[config.mk]
export PLATFORM = sky130hd
export DESIGN_NAME = uart_rx_param
export DESIGN_NICKNAME = d
export VERILOG_FILES = /design/src/rtl/uart_rx_param.sv
export SDC_FILE = /design/constraint.sdc
export NUM_CORES = 1
export LEC_CHECK = 0
export BUFFER_PORTS_ARGS = -buffer_cell sky130_fd_sc_hd__buf_2
export CORE_ASPECT_RATIO = 0.75
export CORE_MARGIN = 2
export CORE_UTILIZATION = 45
export CTS_BUF_LIST = sky130_fd_sc_hd__clkbuf_16
export DETAILED_ROUTE_END_ITERATION = 16
export PLACE_DENSITY_LB_ADDON = 0.1
export SYNTH_ARGS = -nofsm -noshare
export SYNTH_HDL_FRONTEND = slang
export SYNTH_SLANG_ARGS = --single-unit
export TNS_END_PERCENT = 5
[constraint.sdc]
create_clock -name clk_i -period 2.3 [get_ports clk_i]
set_clock_uncertainty 0.1 [all_clocks]
set_input_delay 0.46 -clock clk_i [delete_from_list [all_inputs] [get_ports clk_i]]
set_output_delay 0.46 -clock clk_i [all_outputs]
set_load 0.01 [all_outputs]
[src/rtl/uart_rx_param.sv]
// Parametrised UART receiver: 2-flop synchroniser, 3-sample majority per bit,
// optional parity, 1 or 2 stop bits, valid/ready output with overrun pulse.
module uart_rx_param #(
    parameter int unsigned CLK_PER_BIT = 16,
    parameter int unsigned DATA_BITS   = 8,
    parameter int unsigned PARITY_EN   = 0,
    parameter int unsigned PARITY_ODD  = 0,
    parameter int unsigned STOP_BITS   = 1
) (
    input  logic                 clk_i,
    input  logic                 nreset_i,
    input  logic                 rx_i,
    input  logic                 en_i,
    output logic [DATA_BITS-1:0] data_o,
    output logic                 valid_o,
    input  logic                 ready_i,
    output logic                 parity_err_o,
    output logic                 frame_err_o,
    output logic                 overrun_o,
    output logic                 busy_o
);
    localparam int unsigned HALF = CLK_PER_BIT / 2;
    localparam int unsigned BCW  = $clog2(CLK_PER_BIT);
    localparam int unsigned IW   = $clog2(DATA_BITS);

    localparam logic [BCW-1:0] BC_EARLY = BCW'(HALF - 1);
    localparam logic [BCW-1:0] BC_MID   = BCW'(HALF);
    localparam logic [BCW-1:0] BC_RES   = BCW'(HALF + 1);
    localparam logic [BCW-1:0] BC_LAST  = BCW'(CLK_PER_BIT - 1);
    localparam logic [IW-1:0]  IDX_LAST_DATA = IW'(DATA_BITS - 1);
    localparam logic [IW-1:0]  IDX_LAST_STOP = IW'(STOP_BITS - 1);
    localparam logic           ODD = (PARITY_ODD != 0);

    typedef enum logic [2:0] {IDLE, START, DATA, PARITY, STOP} state_t;

    state_t                state_q, state_d;
    logic [1:0]            sync_q;
    logic                  armed_q, armed_d;
    logic [BCW-1:0]        bcnt_q, bcnt_d;
    logic [IW-1:0]         bidx_q, bidx_d;
    logic [1:0]            smp_q, smp_d;
    logic [DATA_BITS-1:0]  shreg_q, shreg_d;
    logic                  par_q, par_d;
    logic                  perr_pend_q, perr_pend_d;
    logic                  ferr_pend_q, ferr_pend_d;
    logic [DATA_BITS-1:0]  data_q, data_d;
    logic                  valid_q, valid_d;
    logic                  perr_q, perr_d;
    logic                  ferr_q, ferr_d;
    logic                  ovr_q, ovr_d;

    logic rxs, bitv, resolve, wrap, done, ferr_fin;

    assign rxs     = sync_q[1];
    // 2-of-3 vote: two registered early samples plus the live third sample
    assign bitv    = (smp_q[0] & smp_q[1]) | (smp_q[0] & rxs) | (smp_q[1] & rxs);
    assign resolve = (bcnt_q == BC_RES);
    assign wrap    = (bcnt_q == BC_LAST);

    always_comb begin
        state_d     = state_q;
        armed_d     = armed_q;
        bcnt_d      = bcnt_q;
        bidx_d      = bidx_q;
        smp_d       = smp_q;
        shreg_d     = shreg_q;
        par_d       = par_q;
        perr_pend_d = perr_pend_q;
        ferr_pend_d = ferr_pend_q;
        data_d      = data_q;
        valid_d     = valid_q;
        perr_d      = perr_q;
        ferr_d      = ferr_q;
        ovr_d       = 1'b0;
        done        = 1'b0;
        ferr_fin    = ferr_pend_q;

        if (valid_q && ready_i) valid_d = 1'b0;

        if (state_q != IDLE) begin
            bcnt_d = wrap ? '0 : bcnt_q + 1'b1;
            if (bcnt_q == BC_EARLY) smp_d[0] = rxs;
            if (bcnt_q == BC_MID)   smp_d[1] = rxs;
        end

        case (state_q)
            IDLE: begin
                bcnt_d = '0;
                if (rxs) armed_d = 1'b1;
                if (en_i && armed_q && !rxs) begin
                    state_d     = START;
                    armed_d     = 1'b0;
                    par_d       = 1'b0;
                    perr_pend_d = 1'b0;
                    ferr_pend_d = 1'b0;
                end
            end
            START: begin
                if (wrap) begin
                    state_d = DATA;
                    bidx_d  = '0;
                end
                // a false start must win over the wrap when both coincide
                if (resolve && bitv) state_d = IDLE;
            end
            DATA: begin
                if (resolve) begin
                    shreg_d = {bitv, shreg_q[DATA_BITS-1:1]};
                    par_d   = par_q ^ bitv;
                end
                if (wrap) begin
                    bidx_d = bidx_q + 1'b1;
                    if (bidx_q == IDX_LAST_DATA) begin
                        bidx_d  = '0;
                        state_d = (PARITY_EN != 0) ? PARITY : STOP;
                    end
                end
            end
            PARITY: begin
                if (resolve && (bitv != (par_q ^ ODD))) perr_pend_d = 1'b1;
                if (wrap) begin
                    state_d = STOP;
                    bidx_d  = '0;
                end
            end
            STOP: begin
                if (wrap) bidx_d = bidx_q + 1'b1;
                if (resolve) begin
                    ferr_fin    = ferr_pend_q | ~bitv;
                    ferr_pend_d = ferr_fin;
                    if (bidx_q == IDX_LAST_STOP) begin
                        done    = 1'b1;
                        state_d = IDLE;
                    end
                end
            end
            default: state_d = IDLE;
        endcase

        if (done) begin
            if (!valid_q || ready_i) begin
                data_d  = shreg_q;
                perr_d  = perr_pend_q;
                ferr_d  = ferr_fin;
                valid_d = 1'b1;
            end else begin
                ovr_d = 1'b1;
            end
        end
    end

    always_ff @(posedge clk_i or negedge nreset_i) begin
        if (!nreset_i) begin
            state_q     <= IDLE;
            sync_q      <= '1;
            armed_q     <= 1'b0;
            bcnt_q      <= '0;
            bidx_q      <= '0;
            smp_q       <= '0;
            shreg_q     <= '0;
            par_q       <= 1'b0;
            perr_pend_q <= 1'b0;
            ferr_pend_q <= 1'b0;
            data_q      <= '0;
            valid_q     <= 1'b0;
            perr_q      <= 1'b0;
            ferr_q      <= 1'b0;
            ovr_q       <= 1'b0;
        end else begin
            state_q     <= state_d;
            sync_q      <= {sync_q[0], rx_i};
            armed_q     <= armed_d;
            bcnt_q      <= bcnt_d;
            bidx_q      <= bidx_d;
            smp_q       <= smp_d;
            shreg_q     <= shreg_d;
            par_q       <= par_d;
            perr_pend_q <= perr_pend_d;
            ferr_pend_q <= ferr_pend_d;
            data_q      <= data_d;
            valid_q     <= valid_d;
            perr_q      <= perr_d;
            ferr_q      <= ferr_d;
            ovr_q       <= ovr_d;
        end
    end

    assign data_o       = data_q;
    assign valid_o      = valid_q;
    assign parity_err_o = perr_q;
    assign frame_err_o  = ferr_q;
    assign overrun_o    = ovr_q;
    assign busy_o       = (state_q != IDLE);

endmodule
# Yosys cells after proc, flatten, opt, wreduce, memory -nomap -nowiden
# Index checks and enable logic that the tools add are counted.
# word_totals
regBits	38
in_bits	5
output_inout_bits	13
elab_cells	110
# classes
n_addsub	2
n_eq_ne	21
mux	35
bitwise	8
n_reduce_logical	28
# ops
cell	n
3-bit two-way mux	12
2-bit inequality test (second input constant)	9
1-bit two-way mux	15
3-bit one-hot mux with 5 select lines	1
4-bit equality test (second input constant)	3
4-bit two-way mux	3
2-bit AND reduction	6
2-bit nonzero test	5
3-bit one-hot mux with 3 select lines	1
7-bit AND reduction	1
3-bit by 2-bit equality test with 1-bit output (second input constant)	2
3-bit equality test (second input constant)	2
3-bit zero test	2
1-bit one-hot mux with 2 select lines	3
3-bit AND reduction	2
3-bit nonzero test	2
1-bit logical AND	5
4-bit by 1-bit adder with 4-bit output (second input constant)	1
4-bit by 3-bit equality test with 1-bit output (second input constant)	1
4-bit AND reduction	1
3-bit by 1-bit adder with 3-bit output (second input constant)	1
1-bit bitwise AND	3
3-bit by 1-bit equality test with 1-bit output (second input constant)	1
3-bit inequality test (second input constant)	1
other kinds (8)	11

# Logic depth before layout (Yosys ltp)
# Gate-level depths: netlist (run 1).
# logic_depth
word_depth	7
ltp_mapped	7
depth_no_buf	6

# Worst setup path after synthesis (run 1)
# No wires, ideal clock.
# synth_path
path_kind	reg-to-reg
start	register state_q[0]
end	register smp_q[1]
setup_ns	0.125
arrival_time_ns	1.486
t_required_ns	2.075
setup_slack_ns	0.590
stages_incl_launch_ff	6
path_buffers	1
synth_period_minus_slack_ns	1.710
cell_sequence	dfrtp_1 clkbuf_1 nor3_2 inv_1 nand4b_1 mux2_2
# synth_between
elab_chain_len	2
# synth_rtl
item	line_no	source
start: declaration	36	state_t state_q, state_d;
start signal: assignment	170	state_q <= state_d;
3-bit nonzero test	n/a	
net busy_o	20	output logic busy_o
2-bit AND reduction (no source line)	n/a	
end signal: assignment	175	smp_q <= smp_d;
end: declaration	41	logic [1:0] smp_q, smp_d;
# The timed path passes the listed nets, and every way through them passes these cells.
# A chain may end at the register's enable or synchronous reset.

# Worst setup path in the final report (run 1)
# layout_path
start	register state_q[1]
end	output busy_o
# layout_between
elab_chain_len	1
# layout_rtl
item	line_no	source
3-bit nonzero test	193	assign busy_o = (state_q != IDLE);
end: declaration	20	
# Every way passes these cells.

==> metrics.md, run 1 <==
| Metric | Value |
|---|---|
| Crit Path Category | reg -> out |
| Final worst slack | ~0.25 ns |
| Post-synth EDFFs | 0 |
| Max Cap Viol | 0 |
| Top cell type's share of synthesized area | between 50% and 60% |
| Height of the die | about 60 µm |
| YS warnings | 0 |
| Via density per instance | approximately 5.3 |
| Period minus WS final | around 2.0 ns |
| Actual slew at the worst max-slew pin | a little over 0.8 ns |
| Core area | about 0.0037 mm² |
| Crit path max-delay cell type | dfrtp_1 |
| I/O pins | 18 |
| Reg2reg setup slack | 0.29 ns |
| RD Place Congestion | 0.855 |
| Final Cycle Share | 89.0% |
| Die area | about 0.0045 mm² |
| CTS Buf Count | 5 |
| Final TNS setup | 0 ns |
| Mapped cell area | 0.00178 mm² |
| CTS Sinks | 38 |
| Drt total wl | 3.12 mm |
| Sequential fraction of the synthesis area | between 50 and 60% |
| Cells after Synth | between 100 and 150 |
| Ys async rst share | 100% |
| First-pass GRT wire length | 5.38 mm |
| Global route overflow | 0 |
| H-Tree Depth | 2 |
| Data arrival, critical path | 1.49 ns |
| Rows | 19 |
| CP Buf/Inv Count | 3 |
| Starting Density | 47.7% |
| Leak Pwr | 1.04 nW |
| Cell variety after synth | 38 |
| Fmax | just under 0.5 GHz |
| WP data required | approximately 1.7 ns |
| Largest net degree at the start of global routing | 39 |
| Top delay family on crit path | buffers and inverters |
| Post-route antenna net violation count | 0 |
| Maximum vdd drop | 0.000457 V |
| Initial antenna violation count | 0 |
| HP Class | in -> async |
| PwrDens | between 1000 and 1500 mW/mm² |
| Setup WS pre-CTS | between 0.3 and 0.4 ns |
| CP max FO | 13 |
| Main synth FF type | dfrtp_1 |
| Layout area overhead | 18.3% |
| HPWL Detailed | 2.19 mm |
| # DRC | 0 |
| Syn_area_per_cell | 12.3 µm² |
| Top-count cell post-synth | dfrtp_1 |
| Clock Tree Buf Depth | 2 |
| Final Hold Fails | 0 |
| CTS tree | done |
| Final net count | 176 |
| Vias in the first global route | 1135 |
| Post-CTS Hold Buffers | 0 |
| DR vias | about 1100 |
| Mapped Nets | ~160 |
| CP Capture Type | primary output |
| Latest clock arrival within the worst-skew pair | 0.27 ns |
| RSZ-0062 raised after global routing | no |
| Critical Path, Cell by Cell | buf_4, nor3_4, inv_1, buf_2 |
| Reg-to-reg startpoint | state_q[2]$_DFFE_PN0P_ |
| Die width | between 70 and 80 µm |
| First drt pass iteration count | 4 |
| Port Buffers | 17 |
| FF-to-FF End | data_o[6]$_DFFE_PN0P_ |
| Initial DRC Count | a little over 100 |
| Reg clk slew, reported paths | ~0.060 ns |
| Final core occ | between 50% and 60% |
| Critical Path Start Type | flip-flop |
| Slew margin rel. | 45.1% |
| Endpoints failing setup | 0 |
| Top cells by area, synth | dfrtp_1 51%, mux2_2 7.0%, mux2_4 6.7% |
| Synth cell count leaders | 36 x dfrtp_1, 11 x mux2_2, 8 x mux2_4, 8 x o21ai_0, 7 x nand3_1 |
| Worst reg2reg path depth | 3 |
| Wire per inst | about 14 µm |
| Share of layout cells above drive strength 1 | between 20 and 30% |
| Ant diodes | 0 |
| CTS root buf | clkbuf_16 |
| CP max stage delay | ~0.38 ns |
| Status | finished clean |
| Yosys top cell by area | dfrtp_1 |
| Number of synthesized register bits | 38 |
| Slew Viols, Final | 0 |
| All-Layer GR Usage | between 10% and 20% |
## cells in the final DEF, fill, tap and decap left out, types with 4 or more instances in the layout
| cell | netlist | routed |
|---|---|---|
| o21ai_0 | 8 | 8 |
| dfrtp_1 | 36 | 36 |
| inv_1 | 5 | 5 |
| nand3_1 | 7 | 7 |
| ha_1 | 6 | 6 |
| nor2b_1 | 5 | 5 |
| clkbuf_16 | 0 | 5 |
| and2_1 | 4 | 4 |
| nor2_1 | 6 | 6 |
| mux2_4 | 8 | 8 |
| nand2_1 | 6 | 6 |
| nor3_1 | 4 | 4 |
| nand4b_1 | 4 | 4 |
| buf_2 | 0 | 17 |
| mux2_2 | 11 | 11 |
## cells by family after synthesis
| logic type | share of synthesized area, % |
|---|---|
| mux | 13.7 |
| fa+ha+maj | 4.78 |
| flops | 53.5 |
| xor+xnor | 0.983 |
| compound gates | 6.95 |
| buf+inv | 2.53 |
| simple gates | 17.6 |
## sequential cells by signal, indices dropped and copies added, names as in the netlist
name,cells
shreg_q,8
valid_o,1
sync_q,2
armed_q,1
perr_pend_q,1
data_o,8
par_q,1
parity_err_o,1
overrun_o,1
state_q,3
smp_q,2
bidx_q,3
bcnt_q,4
frame_err_o,1
ferr_pend_q,1
## layout make-up
type / instances / area, µm²
fill: 340 / 1620
multi-input combinational: 97 / 790
tap: 52 / 65.1
inverter: 5 / 18.8
clock inverter: 3 / 63.8
timing repair buffer: 18 / 92.6
sequential: 38 / 953
clock buffer: 5 / 125
## metal layers
metal	part of all wire, %	track usage, %	up-vias
li1	-	-	568
met2	42	21.4	25
met5	0	0	-
met4	0.45	6.75	0
met1	53	22.8	553
met3	4.4	5.37	3
## timing repair
| item | 4_1_cts | 5_1_grt |
|---|---|---|
| endpoints found under the setup margin | 0 | 1 |
| buffers inserted | 0 | 0 |
| gates resized for setup | 0 | 1 |
## worst max-delay path by stage
stage,startpoint,to,slack (ns),depth (start not counted)
final,state_q[1]$_DFFE_PN0P_,busy_o,0.25,4
after floorplan,state_q[0]$_DFFE_PN0P_,smp_q[1]$_DFFE_PN0P_,0.59,5
after detailed placement,state_q[2]$_DFFE_PN0P_,data_o[7]$_DFFE_PN0P_,0.34,3
after global routing,state_q[1]$_DFFE_PN0P_,busy_o,0.15,4
after CTS,state_q[1]$_DFFE_PN0P_,busy_o,0.11,4
after global placement,state_q[2]$_DFFE_PN0P_,data_o[6]$_DFFE_PN0P_,0.38,3
## where the power goes
part	switching, W	total [W]	internal (W)
Sequential	0.0000972	0.000855	0.000758
Clock	0.000255	0.000872	0.000617
Combinational	0.000214	0.000384	0.000170
Total	0.000566	0.00211	0.00155
## per-stage QoR
stage               area, µm²  power (W)  std cells  hold slack, ns
global placement         1910    0.00122        210           0.249
CTS                      2100    0.00212        218           0.176
floorplan                1780    0.00112        145          0.0644
finish                   2110    0.00211        218           0.178
detailed placement       1910    0.00124        210           0.249
global route             2110    0.00224        218           0.170
Power figures use the tool's default switching activity.
==> run 2: changes to the inputs <==
--- a/config.mk
+++ b/config.mk
@@ -12,6 +12,7 @@
 export CTS_BUF_LIST = sky130_fd_sc_hd__clkbuf_16
 export DETAILED_ROUTE_END_ITERATION = 16
 export PLACE_DENSITY_LB_ADDON = 0.1
+export RECOVER_POWER = 25
 export SYNTH_ARGS = -nofsm -noshare
 export SYNTH_HDL_FRONTEND = slang
 export SYNTH_SLANG_ARGS = --single-unit
==> metrics.md, run 2 (synthesis gave the netlist of run 1 again) <==
| Metric | Value |
|---|---|
| Initial DRC Count | about 100 |
| WP data required | about 1.7 ns |
| Largest net degree at the start of global routing | 39 |
| Via density per instance | 5.28 |
| CP Capture Type | primary output |
| All-Layer GR Usage | roughly 16% |
| Crit Path Category | reg -> out |
| CTS root buf | clkbuf_16 |
| Initial antenna violation count | 0 |
| Post-CTS Hold Buffers | 0 |
| Starting Density | between 40% and 50% |
| # DRC | 0 |
| Int Power | between 0.0015 and 0.002 W |
| Ant diodes | 0 |
| CP max stage delay | 0.38 ns |
| Global route overflow | 0 |
| PwrDens | 1000 mW/mm² |
| Clock share of power | roughly two fifths |
| Final net count | 176 |
| Endpoints failing setup | 0 |
| Setup WS pre-CTS | roughly 0.34 ns |
| Sequential power share | just over 40% |
| Die width | ~77 µm |
| Clock Tree Buf Depth | 2 |
| Core area | ~0.0037 mm² |
| Drt total wl | 3.12 mm |
| H-Tree Depth | 2 |
| Actual slew at the worst max-slew pin | about 0.9 ns |
| Post-route antenna net violation count | 0 |
| Latest clock arrival within the worst-skew pair | around 0.27 ns |
| Most frequent cells in the layout | 36 x dfrtp_1, 16 x buf_2, 11 x mux2_2 |
| Vias in the first global route | around 1100 |
| Switching Power | about 0.00057 W |
| Period minus WS final | ~2.0 ns |
| Total power | about 0.0021 W |
| First drt pass iteration count | 4 |
| DR vias | around 1200 |
| CTS Sinks | 38 |
| Crit path max-delay cell type | dfrtp_1 |
| Reg clk slew, reported paths | about 0.060 ns |
| Setup bufs post-CTS | 0 |
| First-pass GRT wire length | approximately 5.4 mm |
| Slew margin rel. | approximately 39% |
| Leak Pwr | 1.04 nW |
| RD Place Congestion | 0.855 |
| Port Buffers | 17 |
| Worst hold slack | ~0.18 ns |
| CTS Buf Count | 5 |
| CTS tree | done |
| Switching share of power | a little over a quarter |
| Commonest non-fill, non-tap cell in the layout | dfrtp_1 |
| Final Hold Fails | 0 |
| Final Cycle Share | 89.0% |
| Critical Path, Cell by Cell | buf_4, nor3_4, inv_1, buf_2 |
| RSZ-0062 raised after global routing | no |
| Slew Viols, Final | 0 |
| HP Class | in -> reg |
| Wire per inst | about 14 µm |
| Height of the die | 58.5 µm |
| Layout area overhead | 18.3% |
| Status | finished clean |
| Die area | around 0.0045 mm² |
| Final worst slack | between 0.2 and 0.3 ns |
| Share of layout cells above drive strength 1 | just under 30% |
| I/O pins | 18 |
| CP max FO | 13 |
| CP Buf/Inv Count | 3 |
| Top delay family on crit path | buffers and inverters |
| Combinational power share | a little under a fifth |
| Max Cap Viol | 0 |
| Maximum vdd drop | about 0.00046 V |
| Critical Path Start Type | flip-flop |
| Fmax | around 0.5 GHz |
| Rows | 19 |
| Data arrival, critical path | 1.49 ns |
| Final TNS setup | 0 ns |
| HPWL Detailed | between 2 and 2.5 mm |
## run 2: cell types whose count changed in the layout (fill, tap and decap cells not counted), sizes merged
| cell | delta |
|---|---|
| buf | -1 |
| clkbuf | +1 |
## run 2: per-layer routing
metal | global-route usage, % | wire [µm]
met1 | 22.8 | 1660
met2 | 21.4 | 1310
met3 | 5.37 | 137
met4 | 6.75 | 14
met5 | 0 | 0
## run 2: layout make-up
type | instances | area [µm²]
Inverter | 5 | 18.8
Sequential cell | 38 | 953
Timing Repair Buffer | 18 | 92.6
Fill cell | 340 | 1620
Multi-Input combinational cell | 97 | 790
Tap cell | 52 | 65.1
Clock inverter | 3 | 63.8
Clock buffer | 5 | 125
## run 2: final timing paths
check / startpoint / to / slack, ns / cells after the start
max in group asynchronous: nreset_i / shreg_q[4]$_DFFE_PN0P_ / 1.32 / 1
worst max register to register: state_q[2]$_DFFE_PN0P_ / data_o[6]$_DFFE_PN0P_ / 0.29 / 3
min in group asynchronous: nreset_i / bcnt_q[0]$_DFF_PN0_ / 0.21 / 1
worst min register to register: sync_q[0]$_DFF_PN1_ / sync_q[1]$_DFF_PN1_ / 0.26 / 0
worst max-delay path: state_q[1]$_DFFE_PN0P_ / busy_o / 0.25 / 4
worst min-delay path: rx_i / sync_q[0]$_DFF_PN1_ / 0.18 / 1
## run 2: repair_timing
| action | 4_1_cts | 5_1_grt |
|---|---|---|
| endpoints found under the hold margin | 0 | 0 |
| endpoints found under the setup margin | 0 | 1 |
| gates resized for setup | 0 | 1 |
## run 2: stage by stage
step                      cell area, µm²  util, %  instances
after global routing                2110     56.5        218
after global placement              1910     51.3        210
after floorplan                     1780        -        145
after CTS                           2100     56.3        218
after detailed placement            1910     51.3        210
final                               2110     56.5        218
## run 2: power groups by stage
stage	logic, W	registers [W]	clock network (W)
2_1_floorplan	0.000290	0.000831	0
6_report	0.000384	0.000855	0.000872
4_1_cts	0.000382	0.000852	0.000887
5_1_grt	0.000437	0.000872	0.000930
3_5_place_dp	0.000383	0.000861	0
3_3_place_gp	0.000369	0.000853	0
==> run 3: changes to the inputs <==
--- a/config.mk
+++ b/config.mk
@@ -11,7 +11,7 @@
 export CORE_UTILIZATION = 45
 export CTS_BUF_LIST = sky130_fd_sc_hd__clkbuf_16
 export DETAILED_ROUTE_END_ITERATION = 16
-export PLACE_DENSITY_LB_ADDON = 0.1
+export GPL_TIMING_DRIVEN = 0
 export RECOVER_POWER = 25
 export SYNTH_ARGS = -nofsm -noshare
 export SYNTH_HDL_FRONTEND = slang
==> metrics.md, run 3 (synthesis gave the netlist of run 1 again) <==
| Metric | Value |
|---|---|
| Status | finished clean |
| HPWL Detailed | roughly 2.3 mm |
| Hold Startpoint | rx_i |
| Endpoints failing setup | 0 |
| Finished Layout Cells | 222 |
| Max Cap Viol | 0 |
| CP max FO | 10 |
| HP Class | in -> reg |
| Slew Viols, Final | 0 |
| Final Cycle Share | between 90% and 100% |
| Latest clock arrival within the worst-skew pair | between 0.2 and 0.3 ns |
| RD Place Congestion | between 0.7 and 0.8 |
| WP data required | approximately 1.7 ns |
| DR vias | around 1200 |
| Port Buffers | 17 |
| Rows | 19 |
| Drt total wl | roughly 3.3 mm |
| CTS Sinks | 38 |
| Global route overflow | 0 |
| Placed Instances | roughly 210 |
| CP endpoint | busy_o |
| All-Layer GR Usage | approximately 17% |
| Reg2reg setup slack | roughly 0.31 ns |
| CTS Buf Count | 5 |
| PwrDens | 904 mW/mm² |
| Final Hold Fails | 0 |
| Height of the die | ~60 µm |
| Core area | approximately 0.0037 mm² |
| Reg clk slew, reported paths | ~0.050 ns |
| Actual slew at the worst max-slew pin | roughly 0.94 ns |
| Slew margin rel. | a little under two fifths |
| Starting Density | 47.7% |
| Initial DRC Count | 70 |
| Die width | 76.7 µm |
| Post-CTS Hold Buffers | 0 |
| CP Capture Type | primary output |
| Reg-to-reg startpoint | state_q[0]$_DFFE_PN0P_ |
| Post-route antenna net violation count | 0 |
| H-Tree Depth | 2 |
| First-pass GRT wire length | 5.80 mm |
| Final worst slack | 0.134 ns |
| Layout area overhead | 16.6% |
| Share of layout cells above drive strength 1 | 28.2% |
| First drt pass iteration count | 4 |
| Leak Pwr | 1.03 nW |
| Maximum vdd drop | 0.000681 V |
| I/O pins | 18 |
| Setup WS pre-CTS | between 0.3 and 0.4 ns |
| FF-to-FF End | shreg_q[5]$_DFFE_PN0P_ |
| Commonest non-fill, non-tap cell in the layout | dfrtp_1 |
| CTS tree | done |
| Critical Path Source | state_q[0]$_DFFE_PN0P_ |
| Setup bufs post-CTS | 0 |
| Final TNS setup | 0 ns |
| Crit Path Category | reg -> out |
| Fmax | around 0.46 GHz |
| Largest net degree at the start of global routing | 39 |
| Clock Tree Buf Depth | 2 |
| Initial antenna violation count | 0 |
| Ant diodes | 0 |
| CTS root buf | clkbuf_16 |
| Die area | approximately 0.0045 mm² |
| Final net count | 180 |
| Via density per instance | 5.21 |
| Worst reg2reg path depth | 4 |
| Data arrival, critical path | roughly 1.6 ns |
| Period minus WS final | approximately 2.2 ns |
| Wire per inst | roughly 15 µm |
| Vias in the first global route | 1179 |
| RSZ-0062 raised after global routing | no |
| Critical Path Start Type | flip-flop |
| # DRC | 0 |
| Most frequent cells in the layout | 36 x dfrtp_1, 16 x buf_2, 11 x mux2_2 |
==> run 3: changes by cell type in the layout (fill, tap and decap cells not counted), sizes merged <==
cell / delta
clkinv: +1
inv: +1
clkbuf: +4
bufinv: -2
==> run 3: worst min path at each step <==
stage / endpoint / slack [ns] / depth (start not counted)
floorplan: armed_q$_DFFE_PN0P_ / 0.06 / 0
global placement: sync_q[1]$_DFF_PN1_ / 0.25 / 0
detailed placement: sync_q[1]$_DFF_PN1_ / 0.25 / 0
CTS: sync_q[0]$_DFF_PN1_ / 0.17 / 1
global route: sync_q[0]$_DFF_PN1_ / 0.17 / 1
finish: sync_q[0]$_DFF_PN1_ / 0.18 / 1
==> run 3: where the power goes <==
part	internal (W)	switching [W]	total [W]
Combinational	0.000168	0.000224	0.000392
Clock	0.000393	0.000246	0.000639
Sequential	0.000758	0.0000873	0.000846
==> run 3: cell type report <==
type,count,area [µm²]
Clock inverter,3,13.8
Clock buffer,5,125
Timing Repair Buffer,17,85.1
Inverter,5,18.8
Sequential cell,38,953
Buffer,5,26.3
Tap cell,52,65.1
Multi-Input combinational cell,97,790
Fill cell,329,1660
==> run 3: critical path: stages (launching register included) <==
cell	delay [ns]
dfrtp_1	0.37
clkbuf_1	0.23
nor3_4	0.37
inv_1	0.18
buf_2	0.18
==> run 3: per-layer routing <==
layer,part of all wire [%],global-route usage [%]
met2,45,26.8
met5,0,0
met4,1.4,5.45
met3,3.8,4.91
met1,49,22.5
==> run 3: metrics by stage <==
stage	total power (W)	instance area, µm²	utilization [%]	hold slack (ns)
3_3_place_gp	0.00121	1930	51.8	0.247
4_1_cts	0.00189	2070	55.5	0.175
2_1_floorplan	0.00112	1780	-	0.0644
5_1_grt	0.00201	2080	55.6	0.174
6_report	0.00188	2080	55.6	0.182
3_5_place_dp	0.00123	1930	51.8	0.251
==> run 3: timing repair <==
item,4_1_cts,5_1_grt
setup endpoints to repair,0,1
resized for setup,0,1
hold endpoints to repair,0,0
